## config.mk

```make
export PLATFORM = sky130hd
export DESIGN_NAME = serial_loader
export DESIGN_NICKNAME = d
export VERILOG_FILES = /design/src/rtl/serial_loader.sv
export SDC_FILE = /design/constraint.sdc
export NUM_CORES = 1
export LEC_CHECK = 0
export BUFFER_PORTS_ARGS = -buffer_cell sky130_fd_sc_hd__buf_2
export CAP_MARGIN = 20
export CORE_UTILIZATION = 45
export CTS_BUF_LIST = sky130_fd_sc_hd__clkbuf_16
export DETAILED_ROUTE_END_ITERATION = 12
export SYNTH_ARGS = -nofsm -noshare
export SYNTH_HDL_FRONTEND = slang
export SYNTH_SLANG_ARGS = --single-unit
```

## constraint.sdc

```tcl
create_clock -name clk_in -period 2.37 [get_ports clk_in]
set_input_delay 0.1185 -clock clk_in [delete_from_list [all_inputs] [get_ports clk_in]]
set_output_delay 0.1185 -clock clk_in [all_outputs]
set_load 0.03 [all_outputs]
```

## src/rtl/serial_loader.sv

```systemverilog
`default_nettype none
// ============================================================================
// Module   : serial_loader
// Purpose  : Buffers parallel words in a small FIFO and streams each one
//            bit-serially (data, enable strobe, direction) into a downstream
//            shift register, back-to-back when words are queued.
// Revision : 1.0 - initial release
// ============================================================================
module serial_loader #(
  parameter int REG_LEN = 4,
  parameter int DEPTH   = 2,
  parameter int DIV     = 1
) (
  input  logic               clk_in,
  input  logic               rst,
  input  logic [REG_LEN-1:0] s_data,
  input  logic               s_msb_first,
  input  logic               s_valid,
  output logic               s_ready,
  output logic               data_out,
  output logic               en_out,
  output logic               dir_out,
  output logic               word_done,
  output logic               busy
);

  localparam int PTR_W  = $clog2(DEPTH);
  localparam int CNT_W  = $clog2(DEPTH + 1);
  localparam int BIT_W  = $clog2(REG_LEN);
  localparam int PACE_W = (DIV > 1) ? $clog2(DIV) : 1;

  localparam logic [CNT_W-1:0]  CNT_FULL  = CNT_W'(DEPTH);
  localparam logic [BIT_W-1:0]  BIT_LAST  = BIT_W'(REG_LEN - 1);
  localparam logic [PACE_W-1:0] PACE_LAST = PACE_W'(DIV - 1);

  typedef enum logic [0:0] {
    ST_IDLE  = 1'b0,
    ST_SHIFT = 1'b1
  } state_t;

  state_t             state_q, state_d;
  logic [REG_LEN:0]   fifo_q [DEPTH];
  logic [PTR_W-1:0]   wr_ptr_q, wr_ptr_d;
  logic [PTR_W-1:0]   rd_ptr_q, rd_ptr_d;
  logic [CNT_W-1:0]   count_q, count_d;
  logic [REG_LEN-1:0] shreg_q, shreg_d;
  logic               dir_q, dir_d;
  logic [BIT_W-1:0]   bit_q, bit_d;
  logic [PACE_W-1:0]  pace_q, pace_d;

  logic               push;
  logic               pop;
  logic               tick;
  logic               last_bit;
  logic               fifo_empty;
  logic [REG_LEN:0]   head;

  assign fifo_empty = (count_q == '0);
  assign s_ready    = (count_q < CNT_FULL);
  assign push       = s_valid && s_ready;
  assign busy       = (state_q == ST_SHIFT);
  assign tick       = busy && (pace_q == PACE_LAST);
  assign last_bit   = tick && (bit_q == BIT_LAST);
  assign head       = fifo_q[rd_ptr_q];

  assign en_out    = tick;
  assign word_done = last_bit;
  assign dir_out   = dir_q;
  // The outgoing bit always sits at the end the shifter drains from.
  assign data_out  = busy && (dir_q ? shreg_q[REG_LEN-1] : shreg_q[0]);

  always_comb begin
    state_d = state_q;
    pop     = 1'b0;
    shreg_d = shreg_q;
    dir_d   = dir_q;
    bit_d   = bit_q;
    pace_d  = pace_q;
    case (state_q)
      ST_IDLE: begin
        if (!fifo_empty) begin
          pop     = 1'b1;
          state_d = ST_SHIFT;
        end
      end
      ST_SHIFT: begin
        if (tick) begin
          pace_d  = '0;
          bit_d   = bit_q + BIT_W'(1);
          shreg_d = dir_q ? {shreg_q[REG_LEN-2:0], 1'b0}
                          : {1'b0, shreg_q[REG_LEN-1:1]};
        end else begin
          pace_d = pace_q + PACE_W'(1);
        end
        // Reloading on the last strobe keeps a queued word gap-free.
        if (last_bit) begin
          bit_d = '0;
          if (fifo_empty) begin
            state_d = ST_IDLE;
          end else begin
            pop = 1'b1;
          end
        end
      end
      default: begin
        state_d = ST_IDLE;
      end
    endcase
    if (pop) begin
      shreg_d = head[REG_LEN-1:0];
      dir_d   = head[REG_LEN];
      bit_d   = '0;
      pace_d  = '0;
    end
  end

  always_comb begin
    wr_ptr_d = wr_ptr_q;
    rd_ptr_d = rd_ptr_q;
    count_d  = count_q;
    if (push) begin
      wr_ptr_d = wr_ptr_q + PTR_W'(1);
    end
    if (pop) begin
      rd_ptr_d = rd_ptr_q + PTR_W'(1);
    end
    case ({push, pop})
      2'b10:   count_d = count_q + CNT_W'(1);
      2'b01:   count_d = count_q - CNT_W'(1);
      default: count_d = count_q;
    endcase
  end

  always_ff @(posedge clk_in) begin
    if (!rst && push) begin
      fifo_q[wr_ptr_q] <= {s_msb_first, s_data};
    end
  end

  always_ff @(posedge clk_in) begin
    if (rst) begin
      state_q  <= ST_IDLE;
      wr_ptr_q <= '0;
      rd_ptr_q <= '0;
      count_q  <= '0;
      shreg_q  <= '0;
      dir_q    <= 1'b0;
      bit_q    <= '0;
      pace_q   <= '0;
    end else begin
      state_q  <= state_d;
      wr_ptr_q <= wr_ptr_d;
      rd_ptr_q <= rd_ptr_d;
      count_q  <= count_d;
      shreg_q  <= shreg_d;
      dir_q    <= dir_d;
      bit_q    <= bit_d;
      pace_q   <= pace_d;
    end
  end

endmodule
`default_nettype wire

```

==> summary.md, run 1 <==
| Metric | Value |
|---|---|
| Status | `finished clean` |
| NumNets Final | `111` |
| Synth Cell Area | `1020 um2` |
| Slew margin rel. | `49.0%` |
| Post-DR vias/cell | `5.10` |
| Critical Path RT | `2.56 ns` |
| Initial Utilization | `50.0%` |
| Top sig layer | `met4` |
| Min-delay worst type | `in2reg` |
| Fillcell total | `188` |
| Antenna diodes | `0` |
| CP Max Fanout | `12` |
| Final setup TNS | `0 ns` |
| Core ar. | `2040 um2` |
| Synth Warn # | `0` |
| DRT Wirelength | `1.52 mm` |
| Synth Register Bits | `24` |
| CP Data Arrival Time | `2.06 ns` |
| Row count | `16` |
| CTS Hold Buffers Added | `0` |
| HPWL after DPL | `1.15 mm` |
| Initial DRC count | `10` |
| Multi-input gate area | `410 um2` |
| PortBufs | `13` |
| First-pass GRT wire length | `2.79 mm` |
| Sequential share of the synthesized area | `56.9%` |
| GRT overflow | `0` |
| CP Capture Type | `register` |
| Max rail drop VDD | `718 uV` |
| Wire length per cell | `12.0 um` |
| GRT Total Usage | `15.5%` |
| Post-Synth Simple-Gate Area | `14.6%` |
| Combinational family with the most area after synthesis | `simple AND/OR/NAND/NOR gates` |
| DP Worst Slack | `0.487 ns` |
| Startpoint types | `register` |
| Synth Area in Adders | `2.45%` |
| Synth Area in XOR/XNOR | `3.43%` |
| Worst Setup Path Type | `reg2reg` |
| Setup Skew | `0.00260 ns` |
| Hold depth | `1` |
| Met3 wire len | `39 um` |
| Sequential Area | `581 um2` |
| H-tree Lvls | `1` |
| Maximum clock path buffer count | `2` |
| Met1 wire length | `718 um` |
| Initial antenna violation count | `0` |
| Multiplexer area fraction after synthesis | `12.3%` |
| Max-slew violations | `0` |
| FF-to-FF path depth | `6` |
| Static leakage | `0.442 nW` |
| Synth unique cells | `28` |
| Post-CTS Resized | `0` |
| GP Congestion | `0.708` |
| Antenna viol nets, final | `0` |
| Syn Nets | `98` |
| Avg Synthesized Cell Area | `11.6 um2` |
| DRC viols | `0` |
| Fin worst setup slack | `0.501 ns` |
| Final setup fails | `0` |
| Fin crit share | `78.8%` |
| Slew @ Worst Pin | `0.764 ns` |
| Fmax | `535 MHz` |
| CTS clk-pin slew, worst paths | `0.06 ns` |
| Area Overhead vs Synth | `15.2%` |
| Layout cell share with drive strength beyond 1 | `21.0%` |
| TritonCTS clock tree | `done` |
| Post-synthesis compound-gate area fraction | `7.48%` |
| I/O Pins | `14` |
| TritonCTS Buffers | `3` |
| RSZ-0062 raised after global routing | `false` |
| # clock sinks | `24` |
| Die height | `49.6 um` |
| Max-cap violations | `0` |
| DR WL met2 | `719 um` |
| Post-Layout Cell Count | `127` |
| Clock Latency Late Sink | `0.25 ns` |
| Power per cell area | `1260 nW/um2` |
| First drt pass iteration count | `4` |
| Largest net degree at the start of global routing | `18` |
| Root buf cell | `clkbuf_16` |
| # placed instances | `123` |
| Die X | `49.6 um` |
| Via count | `648` |
| Final min period | `1.87 ns` |
| Post-Syn Instances | `88` |
| Post-CTS setup repair buffer count | `0` |
| Final Hold Viols | `0` |
| DIE AREA | `2460 um2` |
| Vias in the first global route | `649` |
| Power Total | `1.48 mW` |
layer usage:
layer | vias to the layer above | global-route usage, %
met4 | 0 | 10.0
li1 | 338 | -
met5 | - | 0
met1 | 292 | 18.7
met3 | 5 | 2.78
met2 | 13 | 25.2
stage by stage:
step	instance area [um2]	util, %	hold slack (ns)
after floorplan	1020	-	0.217
after global placement	1100	53.7	0.306
after detailed placement	1100	53.7	0.310
after CTS	1180	57.6	0.0432
after global routing	1180	57.6	0.0398
final	1180	57.6	0.0497
final timing paths:
path / end / slack, ns / from
worst max-delay path: count_q[1] / 0.50 / bit_q[0]
worst min-delay path: fifo_q[1][2] / 0.05 / s_data[2]
worst max register to register: count_q[1] / 0.50 / bit_q[0]
worst min register to register: shreg_q[1] / 0.50 / shreg_q[1]
state kept, by name, indices dropped and copies added, names as in the netlist, named ones only:
name / count
count_q: 2
dir_out: 1
busy: 1
shreg_q: 4
rd_ptr_q: 1
pace_q: 1
bit_q: 2
fifo_q: 10
wr_ptr_q: 1
Yosys cell counts:
master | number | area share (%)
inv_1 | 2 | 0.74
o21ai_0 | 1 | 0.49
a311oi_1 | 2 | 1.7
nor3b_1 | 1 | 0.74
or3b_1 | 1 | 0.86
dfxtp_1 | 14 | 27
xnor2_1 | 2 | 1.7
and2_1 | 1 | 0.61
mux2i_1 | 8 | 7.8
xor2_1 | 2 | 1.7
a21boi_4 | 1 | 1.8
nor4b_1 | 1 | 0.86
nor3_1 | 4 | 2.0
nand2b_1 | 4 | 2.5
mux2_2 | 4 | 4.4
ha_1 | 2 | 2.5
or3_1 | 1 | 0.61
edfxtp_1 | 10 | 29
a21oi_1 | 3 | 1.5
nand2_1 | 3 | 1.1
a211oi_1 | 1 | 0.74
o22ai_1 | 2 | 1.2
nor2_1 | 11 | 4.0
clkbuf_1 | 3 | 1.1
nand3b_1 | 1 | 0.74
or2_1 | 1 | 0.61
buf_1 | 1 | 0.37
buf_4 | 1 | 0.74
where the power goes:
| part | switching [mW] | internal, mW |
|---|---|---|
| clock | 0.132 | 0.225 |
| combinational | 0.264 | 0.226 |
| sequential | 0.0985 | 0.533 |
| total | 0.494 | 0.984 |
area by class of cell:
cell class                 count  share of cell area [%]
sequential                    24                    49.4
clock buffer                   3                    6.38
tap                           27                    2.87
timing repair buffer          13                    5.53
multi-input combinational     57                    34.9
clock inverter                 1                   0.319
inverter                       2                   0.638
placed cells by master, fill, tap and decap left out:
cell and n:
dfxtp_1 14, buf_2 13, nor2_1 11, edfxtp_1 10, mux2i_1 8, nand2b_1 4, nor3_1 4, mux2_2 4
inv_1 3, nand2_1 3, a21oi_1 3, clkbuf_16 3, o22ai_1 2, a311oi_1 2, xor2_1 2, xnor2_1 2
ha_1 2, or2_1 1, a21boi_4 1, and2_1 1, nor3b_1 1, or3b_1 1, o21ai_0 1, or3_1 1
nand3b_1 1, a211oi_1 1, nor4b_1 1
kinds of logic after synthesis:
logic type,Yosys count
fa+ha+maj,2
simple gates,29
mux,12
buf+inv,7
xor+xnor,4
compound gates,10
flops,24
critical path: stages, from the launching register on:
cell	delay [ns]
dfxtp_1	0.35
ha_1	0.19
nand2b_1	0.11
a21boi_4	0.34
ha_1	0.33
or3_1	0.35
a21oi_1	0.13
(Power assumes the default switching activity.)
==> run 2: changes to the inputs <==
Clock period 2.37 ns to 1.8 ns, I/O delays scaled along.
==> run 2 against run 1 <==
- critical path type unchanged
- power is 44% higher
- die area is the same
- sequential power up 33%
- setup slack worse by 0.40 ns
- cell count rose by 2.4%
- cell area increased by 4.4%
- global-route usage up 0.26 points
- sequential share of layout area shrank 2.1 points
- critical path depth is the same
- first-iteration DRC count shrank 10%
- worst hold slack worse by 0.031 ns
==> summary.md, run 2 (synthesis results as in run 1) <==
| Metric | Value |
|---|---|
| # clock sinks | `24 (unchanged)` |
| GRT Total Usage | `15.8% (+0.26 points)` |
| Initial Utilization | `50.0% (unchanged)` |
| Largest net degree at the start of global routing | `18 (unchanged)` |
| CP max stage delay | `0.36 ns (about the same)` |
| Most common cell after layout, fill and taps aside | `dfxtp_1` |
| Clock Latency Late Sink | `0.26 ns (about the same)` |
| Design area | `1230 um2 (+4.4%)` |
| Final setup fails | `0 (unchanged)` |
| CTS clk-pin slew, worst paths | `0.06 ns (about the same)` |
| Core ar. | `2040 um2 (unchanged)` |
| Cell Int Power | `1.46 mW (+48%)` |
| Die height | `49.6 um (unchanged)` |
| First-pass GRT wire length | `2.90 mm (+4.0%)` |
| Final setup TNS | `0 ns (unchanged)` |
| Min-delay worst type | `in2reg` |
| CP Max Fanout | `3 (-9)` |
| Post-DR vias/cell | `5.11 (+0.10%)` |
| H-tree Lvls | `1 (unchanged)` |
| Fin crit share | `94.4% (+16 points)` |
| DRC viols | `0 (unchanged)` |
| Fillcell total | `176 (-6.4%)` |
| Switching power | `0.675 mW (+37%)` |
| NumNets Final | `114 (+2.7%)` |
| Antenna diodes | `0 (unchanged)` |
| Part of the power in registers | `39.3% (-3.4 points)` |
| Startpoint types | `register` |
| GRT overflow | `0 (unchanged)` |
| Max reg flops | `10 (unchanged)` |
| Max rail drop VDD | `930 uV (+29%)` |
| TritonCTS Buffers | `3 (unchanged)` |
| Root buf cell | `clkbuf_16` |
| Critical Path RT | `1.98 ns (-0.58 ns)` |
| Final min period | `1.70 ns (-0.169 ns)` |
| Max-slew violations | `0 (unchanged)` |
| Layout cell share with drive strength beyond 1 | `25.2% (+4.2 points)` |
| Wire length per cell | `12.5 um (+4.0%)` |
| Final Hold Viols | `0 (unchanged)` |
| Critical Path, Cell by Cell | `ha_2 -> nand2b_1 -> a21boi_4 -> ha_1 -> or3_1 -> a21oi_1` |
| Clock network power share | `29.2% (+5.1 points)` |
| Via count | `664 (+2.5%)` |
| Slew @ Worst Pin | `0.543 ns (-0.221 ns)` |
| Sequential Area | `581 um2 (unchanged)` |
| Largest regs | `fifo_q: 10 flops, shreg_q: 4 flops` |
| Status | `finished clean` |
| First drt pass iteration count | `4 (unchanged)` |
| Largest reg by FF count | `fifo_q` |
| Slew margin rel. | `63.8% (+15 points)` |
| Worst Setup Path Type | `reg2reg` |
| CP Data Arrival Time | `1.88 ns (-0.18 ns)` |
| Row count | `16 (unchanged)` |
| TritonCTS clock tree | `done` |
| I/O Pins | `14 (unchanged)` |
| DRT Wirelength | `1.62 mm (+6.5%)` |
| Antenna viol nets, final | `0 (unchanged)` |
| GP Congestion | `0.786 (+11%)` |
| PortBufs | `13 (unchanged)` |
| DIE AREA | `2460 um2 (unchanged)` |
| Multi-input gate area | `413 um2 (+0.61%)` |
| Top delay family on crit path | `adder cells` |
| Fin worst setup slack | `0.101 ns (-0.401 ns)` |
| Maximum clock path buffer count | `2 (unchanged)` |
| Vias in the first global route | `659 (+1.5%)` |
| Placed inst area | `1120 um2 (+2.1%)` |
| Die X | `49.6 um (unchanged)` |
| Sw Share | `31.6% (-1.8 points)` |
| CP bufs+invs | `0 (unchanged)` |
| RSZ-0062 raised after global routing | `false` |
| Fmax | `589 MHz (+10%)` |
| Setup Skew | `0.00241 ns (-0.000191 ns)` |
| Power per cell area | `1740 nW/um2 (+38%)` |
| CP Capture Type | `register` |
| Area Overhead vs Synth | `20.2%` |
| HPWL after DPL | `1.13 mm (-1.5%)` |
| Logic pwr share | `31.6% (-1.5 points)` |
| Critical-path top delay cell | `dfxtp_1` |
| DP Worst Slack | `0.130 ns (-0.357 ns)` |
| Most frequent cells in the layout | `dfxtp_1, buf_2, nor2_1` |
| Static leakage | `0.464 nW (+4.9%)` |
| Initial DRC count | `9 (-1)` |
| Max-cap violations | `0 (unchanged)` |
| Initial antenna violation count | `0 (unchanged)` |
==> run 2: cell count changes in the layout (fill, tap and decap cells not counted), sizes merged <==
cell / change
inv: -1
buf: +3
bufinv: +1
==> run 2: final timing paths <==
kind	from	to	slack [ns]	cells after the start
setup / recovery	bit_q[0]	count_q[1]	0.10	6
hold / removal	s_data[1]	fifo_q[1][1]	0.02	1
setup reg to reg	bit_q[0]	count_q[1]	0.10	6
hold reg to reg	shreg_q[2]	shreg_q[2]	0.51	2
==> run 2: cell type report <==
type	count	area share (%)
multi-input combinational	57	33.6
clock buffer	3	6.12
sequential	24	47.3
timing repair buffer	16	7.14
inverter	2	0.612
tap	27	2.75
clock inverter	1	2.45
==> run 2: power by group through the flow <==
stage	Clock, mW	Combinational (mW)	Sequential, mW
after global placement	0	0.667	0.845
after floorplan	0	0.549	0.827
after global routing	0.661	0.754	0.861
after CTS	0.638	0.676	0.839
after detailed placement	0	0.666	0.851
final	0.623	0.674	0.838
==> run 2: metal layers <==
| layer | track usage, % | up-vias | wire, um |
|---|---|---|---|
| met5 | 0 | - | 0 |
| met3 | 2.78 | 7 | 55 |
| met2 | 25.0 | 18 | 754 |
| li1 | - | 342 | - |
| met1 | 19.7 | 297 | 757 |
| met4 | 10.0 | 0 | 55 |
==> run 2: what timing repair did <==
action,in CTS,in global routing
endpoints found under the setup margin,0,1
hold buffers,0,0
hold endpoints to repair,0,0
buffers inserted,0,0
resized for setup,0,1
==> run 2: worst reg2reg max path: cells and delay by family (launching register included) <==
kind / cells / cell delay, ns
AO/OA/AOI/OAI: 2 / 0.34
adder cells (fa/ha/maj): 2 / 0.47
flip-flops: 1 / 0.36
AND/OR/NAND/NOR: 2 / 0.47
==> run 2: stage by stage <==
stage,power [mW],hold slack (ns),std cells,util [%]
6_report,2.14,0.0184,130,60.1
5_1_grt,2.28,0.0108,130,60.1
4_1_cts,2.15,0.0125,130,60.0
3_5_place_dp,1.52,0.281,126,54.8
3_3_place_gp,1.51,0.278,126,54.8
2_1_floorplan,1.38,0.189,88,-
